[config.mk]
export PLATFORM = sky130hd
export DESIGN_NAME = lsu_mem_ctrl
export DESIGN_NICKNAME = d
export VERILOG_FILES = /design/src/rtl/lsu_mem_ctrl.sv
export SDC_FILE = /design/constraint.sdc
export NUM_CORES = 1
export LEC_CHECK = 0
export BUFFER_PORTS_ARGS = -buffer_cell sky130_fd_sc_hd__buf_2
export CORE_MARGIN = 2
export CORE_UTILIZATION = 55
export DETAILED_ROUTE_END_ITERATION = 16
export PLACE_DENSITY = 0.74
export SETUP_SLACK_MARGIN = 0.2
export SYNTH_ARGS = -nofsm -noshare
export SYNTH_HDL_FRONTEND = slang
export SYNTH_SLANG_ARGS = --single-unit
export TNS_END_PERCENT = 50
[constraint.sdc]
create_clock -name i_clk -period 4.75 [get_ports i_clk]
set_input_delay 0.7125 -clock i_clk [delete_from_list [all_inputs] [get_ports i_clk]]
set_output_delay 0.7125 -clock i_clk [all_outputs]
set_load 0.01 [all_outputs]
[src/rtl/lsu_mem_ctrl.sv]
// lsu_mem_ctrl: handshaked load/store unit with an in-order store buffer
// and a variable-latency req/gnt/rvalid data-memory port.
`timescale 1ns/1ps

package lsu_pkg;
  typedef enum logic [3:0] {
    OP_LB  = 4'd0,
    OP_LH  = 4'd1,
    OP_LW  = 4'd2,
    OP_LBU = 4'd3,
    OP_LHU = 4'd4,
    OP_SB  = 4'd5,
    OP_SH  = 4'd6,
    OP_SW  = 4'd7,
    OP_NOP = 4'd15
  } operator_e;
endpackage

module lsu_mem_ctrl
  import lsu_pkg::*;
#(
  parameter int LSU_ADDR_W = 32,
  parameter int SB_DEPTH   = 4
) (
  input  logic                  i_clk,
  input  logic                  i_rst_n,
  input  logic                  i_valid,
  output logic                  o_ready,
  input  operator_e             i_instr,
  input  logic [LSU_ADDR_W-1:0] i_operand_a,
  input  logic [LSU_ADDR_W-1:0] i_operand_b,
  input  logic [31:0]           i_store_data,
  input  logic [4:0]            i_rd_addr,
  output logic                  o_mem_req,
  input  logic                  i_mem_gnt,
  output logic                  o_mem_we,
  output logic [LSU_ADDR_W-1:0] o_mem_addr,
  output logic [31:0]           o_mem_wdata,
  output logic [3:0]            o_mem_bytemask,
  input  logic                  i_mem_rvalid,
  input  logic [31:0]           i_mem_rdata,
  output logic                  o_wb_valid,
  output logic [4:0]            o_wb_rd_addr,
  output logic [31:0]           o_wb_data,
  output logic                  o_misalign,
  output logic [LSU_ADDR_W-1:0] o_misalign_addr
);

  localparam int PW = $clog2(SB_DEPTH);
  localparam int CW = PW + 1;

  typedef enum logic [1:0] {IDLE, ST_REQ, LD_REQ, LD_WAIT} state_e;
  state_e state;

  // Size encoding: 0 = byte, 1 = half, 2 = word
  logic                  is_load, is_store, is_signed;
  logic [1:0]            size;
  logic [LSU_ADDR_W-1:0] ea, word_addr;
  logic                  misaligned;
  logic [3:0]            lane_mask;
  logic [31:0]           lane_wdata;
  logic                  accept, push, pop, ld_accept;

  // Store buffer storage and bookkeeping
  logic [LSU_ADDR_W-1:0] sb_addr  [SB_DEPTH];
  logic [31:0]           sb_wdata [SB_DEPTH];
  logic [3:0]            sb_mask  [SB_DEPTH];
  logic [PW-1:0]         wr_ptr, rd_ptr, rd_ptr_nxt;
  logic [CW-1:0]         count;
  logic                  sb_full, sb_empty;

  // Captured load context
  logic        ld_signed;
  logic [1:0]  ld_size, ld_off;
  logic [4:0]  ld_rd;
  logic [7:0]  ld_byte;
  logic [15:0] ld_half;
  logic [31:0] ld_result;

  assign ea         = i_operand_a + i_operand_b;
  assign word_addr  = {ea[LSU_ADDR_W-1:2], 2'b00};
  assign misaligned = ((size == 2'd1) && ea[0]) || ((size == 2'd2) && (ea[1:0] != 2'b00));
  assign sb_full    = (count == CW'(SB_DEPTH));
  assign sb_empty   = (count == '0);
  assign accept     = i_valid && o_ready;
  assign push       = accept && is_store && !misaligned;
  assign ld_accept  = accept && is_load && !misaligned;
  assign pop        = (state == ST_REQ) && i_mem_gnt;
  assign rd_ptr_nxt = rd_ptr + PW'(1);

  // Decode operation into load/store class, access size and signedness
  always_comb begin
    is_load   = 1'b0;
    is_store  = 1'b0;
    is_signed = 1'b0;
    size      = 2'd0;
    case (i_instr)
      OP_LB:   begin is_load = 1'b1; is_signed = 1'b1; size = 2'd0; end
      OP_LH:   begin is_load = 1'b1; is_signed = 1'b1; size = 2'd1; end
      OP_LW:   begin is_load = 1'b1; size = 2'd2; end
      OP_LBU:  begin is_load = 1'b1; size = 2'd0; end
      OP_LHU:  begin is_load = 1'b1; size = 2'd1; end
      OP_SB:   begin is_store = 1'b1; size = 2'd0; end
      OP_SH:   begin is_store = 1'b1; size = 2'd1; end
      OP_SW:   begin is_store = 1'b1; size = 2'd2; end
      default: begin is_load = 1'b0; end
    endcase
  end

  // Byte-lane mask and replicated write data for the access size
  always_comb begin
    case (size)
      2'd0:    begin lane_mask = 4'b0001 << ea[1:0]; lane_wdata = {4{i_store_data[7:0]}}; end
      2'd1:    begin lane_mask = 4'b0011 << ea[1:0]; lane_wdata = {2{i_store_data[15:0]}}; end
      default: begin lane_mask = 4'b1111;            lane_wdata = i_store_data; end
    endcase
  end

  // Accept handshake: loads wait until all older stores have drained
  always_comb begin
    o_ready = 1'b0;
    if (i_rst_n) begin
      if (misaligned)    o_ready = 1'b1;
      else if (is_store) o_ready = !sb_full;
      else if (is_load)  o_ready = (state == IDLE) && sb_empty && !pop;
      else               o_ready = 1'b1;
    end
  end

  // Lane extraction and sign/zero extension of the returned load word
  always_comb begin
    case (ld_off)
      2'd0:    ld_byte = i_mem_rdata[7:0];
      2'd1:    ld_byte = i_mem_rdata[15:8];
      2'd2:    ld_byte = i_mem_rdata[23:16];
      default: ld_byte = i_mem_rdata[31:24];
    endcase
    ld_half = ld_off[1] ? i_mem_rdata[31:16] : i_mem_rdata[15:0];
    case (ld_size)
      2'd0:    ld_result = ld_signed ? {{24{ld_byte[7]}}, ld_byte} : {24'b0, ld_byte};
      2'd1:    ld_result = ld_signed ? {{16{ld_half[15]}}, ld_half} : {16'b0, ld_half};
      default: ld_result = i_mem_rdata;
    endcase
  end

  // Store buffer payload write (no reset needed; validity tracked by count)
  always_ff @(posedge i_clk) begin
    if (push) begin
      sb_addr[wr_ptr]  <= word_addr;
      sb_wdata[wr_ptr] <= lane_wdata;
      sb_mask[wr_ptr]  <= lane_mask;
    end
  end

  // Store buffer pointers and occupancy
  always_ff @(posedge i_clk or negedge i_rst_n) begin
    if (!i_rst_n) begin
      wr_ptr <= '0;
      rd_ptr <= '0;
      count  <= '0;
    end else begin
      if (push) wr_ptr <= wr_ptr + PW'(1);
      if (pop)  rd_ptr <= rd_ptr_nxt;
      if (push && !pop)      count <= count + CW'(1);
      else if (!push && pop) count <= count - CW'(1);
    end
  end

  // Control FSM with registered memory-port, writeback and trap outputs
  always_ff @(posedge i_clk or negedge i_rst_n) begin
    if (!i_rst_n) begin
      state           <= IDLE;
      o_mem_req       <= 1'b0;
      o_mem_we        <= 1'b0;
      o_mem_addr      <= '0;
      o_mem_wdata     <= '0;
      o_mem_bytemask  <= '0;
      o_wb_valid      <= 1'b0;
      o_wb_rd_addr    <= '0;
      o_wb_data       <= '0;
      o_misalign      <= 1'b0;
      o_misalign_addr <= '0;
      ld_signed       <= 1'b0;
      ld_size         <= '0;
      ld_off          <= '0;
      ld_rd           <= '0;
    end else begin
      o_wb_valid <= 1'b0;
      o_misalign <= 1'b0;
      if (accept && misaligned) begin
        o_misalign      <= 1'b1;
        o_misalign_addr <= ea;
      end
      case (state)
        IDLE: begin
          if (ld_accept) begin
            state          <= LD_REQ;
            o_mem_req      <= 1'b1;
            o_mem_we       <= 1'b0;
            o_mem_addr     <= word_addr;
            o_mem_wdata    <= '0;
            o_mem_bytemask <= lane_mask;
            ld_signed      <= is_signed;
            ld_size        <= size;
            ld_off         <= ea[1:0];
            ld_rd          <= i_rd_addr;
          end else if (!sb_empty) begin
            state          <= ST_REQ;
            o_mem_req      <= 1'b1;
            o_mem_we       <= 1'b1;
            o_mem_addr     <= sb_addr[rd_ptr];
            o_mem_wdata    <= sb_wdata[rd_ptr];
            o_mem_bytemask <= sb_mask[rd_ptr];
          end else if (push) begin
            // Empty buffer: present the incoming store directly next cycle
            state          <= ST_REQ;
            o_mem_req      <= 1'b1;
            o_mem_we       <= 1'b1;
            o_mem_addr     <= word_addr;
            o_mem_wdata    <= lane_wdata;
            o_mem_bytemask <= lane_mask;
          end
        end
        ST_REQ: begin
          if (i_mem_gnt) begin
            if (count > CW'(1)) begin
              o_mem_addr     <= sb_addr[rd_ptr_nxt];
              o_mem_wdata    <= sb_wdata[rd_ptr_nxt];
              o_mem_bytemask <= sb_mask[rd_ptr_nxt];
            end else if (push) begin
              o_mem_addr     <= word_addr;
              o_mem_wdata    <= lane_wdata;
              o_mem_bytemask <= lane_mask;
            end else begin
              state     <= IDLE;
              o_mem_req <= 1'b0;
              o_mem_we  <= 1'b0;
            end
          end
        end
        LD_REQ: begin
          if (i_mem_gnt) begin
            state     <= LD_WAIT;
            o_mem_req <= 1'b0;
          end
        end
        default: begin
          if (i_mem_rvalid) begin
            state        <= IDLE;
            o_wb_valid   <= (ld_rd != 5'd0);
            o_wb_rd_addr <= ld_rd;
            o_wb_data    <= ld_result;
          end
        end
      endcase
    end
  end

endmodule

==> reports/qor.yml <==
status: "finished clean"
antenna_found_initial: 1
clkSlewWorstSetupHoldPaths_ns: 0.06
cts_hold_buf: 0
layout-drive-gt1-share: 0.262
wirelength_um: 62900
startpoint: "i_operand_a[0]"
path_max_fanout: 15
htree_levels: 2
routed_via_density: 6.39
synth_seq_cells: 424
yosysUniqueCellTypes: 80
routedWlPerCell_um: 23.4
grt_first_pass_wirelength_um: 96600
remaining_drc_errors: 0
grt_pass1_vias: 16800
synth_area_leaders: "edfxtp_1 36%, dfrtp_1 18%, mux4_2 7.5%"
slowest_stage: "fa_1"
crit_chain: "buf_2 -> ha_1 -> inv_1 -> fa_1 -> o21ai_1 -> a311oi_2 -> nand2_1 -> o21ai_0 -> nor2_1 -> o21ai_0 -> o221ai_1"
std_cell_rows: 73
fin_tns_setup_ns: 0
dr.pass1.iters: 6
worstSetupPathType: "input pin to flop"
peakVddDrop_mv: 0.359
cap_violations: 0
synthCells: 1867
post-cts-setup-buffers: 0
numCtsBuffers: 46
synth_ff_type: "edfxtp_1"
hold_viol_final: 0
yosysSeqAreaShare: 0.545
fp.dieW_um: 203
hp-class: "input pin to flop"
synthesis.nets: 2053
avgSynthCellArea_um2: 11.7
reg2reg_from: "state[1]"
finalNonFillerCells: 2685
netlist_area_mm2: 0.0219
io_buffers: 283
cp_common_cell: "o21ai_0"
dp.final_hpwl_um: 41500
worst_pin_slew_ns: 1.31
synthArstFlopShare: 0.377
period_share: 0.828
holdCritStartpoint: "i_rd_addr[2]"
end_kind: "flop"
setup_violations: 0
clockRootBuffer: "clkbuf_16"
ant_nets: 0
insertion_delay_ns: 0.60
cts_num_sinks: 424
cpPeakStageDelay_ns: 0.73
vias: 17200
rsz0062_at_grt: "no"
ios: 284
yosysTopAreaCell: "edfxtp_1"
max_slew_margin: 0.121
grt_overflow: 0
power_density_mw_per_mm2: 609
grt_max_degree: 161
globalplace.congestion: 0.913
crit_path_start_kind: "input pin"
synth_edf_count: 264
area_growth_pct: 16.5
initial_core_util: 0.555
dieArea_mm2: 0.0414
worstPathRequired_ns: 5.18
holdWs_ns: 0.319
cts_resized: 0
cts_tree: "done"
max_freq_ghz: 0.254
synth_top_cell_area_share: 0.362
drt_iter0_drc: 1512
fin_skew_ns: 0.0199
track_usage: 0.304
dpl.cell_count: 2600
power_leakage_nw: 10.1
min_period_ns: 3.93
layout_commonest_cell: "buf_2"
layout_common_cells: "282 x buf_2, 264 x edfxtp_1, 211 x nand2_1, 180 x o21ai_0, 160 x a21oi_1"
coreArea_mm2: 0.0395
yosysWarnings: 0
cts_max_path_buffers: 3
layout.nets: 2309
cp.arrival_ns: 4.36
slew_viol_final: 0
die_h_um: 203
-- worst max-delay path, delay by kind of cell --
kind | cells | cell delay [ns]
simple gates | 2 | 0.72
buf+inv | 2 | 0.18
compound gates | 5 | 1.64
fa+ha+maj | 2 | 1.10
-- final cells by class --
type / count / area (µm²)
Antenna cell: 1 / 2.50
Tap cell: 525 / 657
Sequential cell: 424 / 11900
Timing Repair Buffer: 324 / 1830
Clock inverter: 30 / 359
Multi-Input combinational cell: 1271 / 9300
Inverter: 56 / 210
Clock buffer: 54 / 1200
Fill cell: 3052 / 14000
-- cell usage after synthesis (5+ instances only) --
master and n:
a22o_1 9, edfxtp_1 264, a221o_1 17, inv_1 55
mux4_2 73, a221oi_1 16, xor2_1 13, clkbuf_1 75
buf_2 27, buf_1 7, a21oi_1 161, and2_1 12
o22ai_1 15, o31ai_1 6, nand2_1 212, nor3_1 32
a211oi_1 10, nand2b_1 5, a21o_1 21, buf_4 7
mux2i_1 65, dfrtp_1 160, xnor2_1 21, a32oi_1 7
nor2b_1 10, mux2_2 61, o221ai_1 8, ha_1 43
o211ai_1 11, nor2_1 112, o21ai_0 181, o21a_1 7
o21ai_1 9, nand3_1 13, a31oi_1 16, a22oi_1 38
-- cell families (layout without fill, tap and decap cells) --
group                    Yosys count  in the layout  synth area share
AND/OR/NAND/NOR                  424            424            0.0834
AO/OA/AOI/OAI                    570            570             0.164
XOR/XNOR                          34             34            0.0136
buffers and inverters            172            464            0.0322
flip-flops                       424            424             0.545
multiplexers                     199            199             0.136
adder cells (fa/ha/maj)           44             44            0.0255
other                              0              1                 0
-- sequential cells by signal, summed over array words and instances, names as in the netlist, 3 cells and up --
register and cells:
o_mem_wdata 32, count 3, sb_addr 120, o_mem_addr 32
sb_wdata 128, sb_mask 16, o_mem_bytemask 4, o_wb_rd_addr 5
ld_rd 5, o_misalign_addr 32, o_wb_data 32
-- path summary, 6_finish.rpt --
check / endpoint / slack (ns) / depth (start not counted)
max: o_mem_bytemask[3] / 0.82 / 11
max reg2reg: o_mem_bytemask[3] / 1.12 / 11
min: ld_rd[2] / 0.32 / 3
min in group asynchronous: o_mem_wdata[12] / 0.36 / 2
min reg2reg: o_wb_data[6] / 0.48 / 2
max in group asynchronous: rd_ptr[0] / 3.66 / 2
-- per-layer routing --
| metal | vias to the layer above | track usage | part of all wire |
|---|---|---|---|
| li1 | 7589 | - | - |
| met1 | 8433 | 0.406 | 0.39 |
| met2 | 1013 | 0.492 | 0.48 |
| met3 | 131 | 0.0725 | 0.10 |
| met4 | 0 | 0.103 | 0.027 |
| met5 | - | 0 | 0 |
-- power breakdown --
group          switching (W)  internal [W]
logic                0.00377       0.00266
clock network        0.00151       0.00220
registers           0.000715       0.00467
-- per-stage QoR --
step           power (W)  setup slack [ns]   util  area (µm²)
2_1_floorplan    0.00965             0.234      -       21900
3_3_place_gp      0.0116             0.611  0.607       23900
3_5_place_dp      0.0118             0.518  0.607       23900
4_1_cts           0.0155             0.972  0.646       25500
5_1_grt           0.0164             0.777  0.646       25500
6_report          0.0155             0.819  0.646       25500
Note: power is estimated with default switching activity, not from simulation.
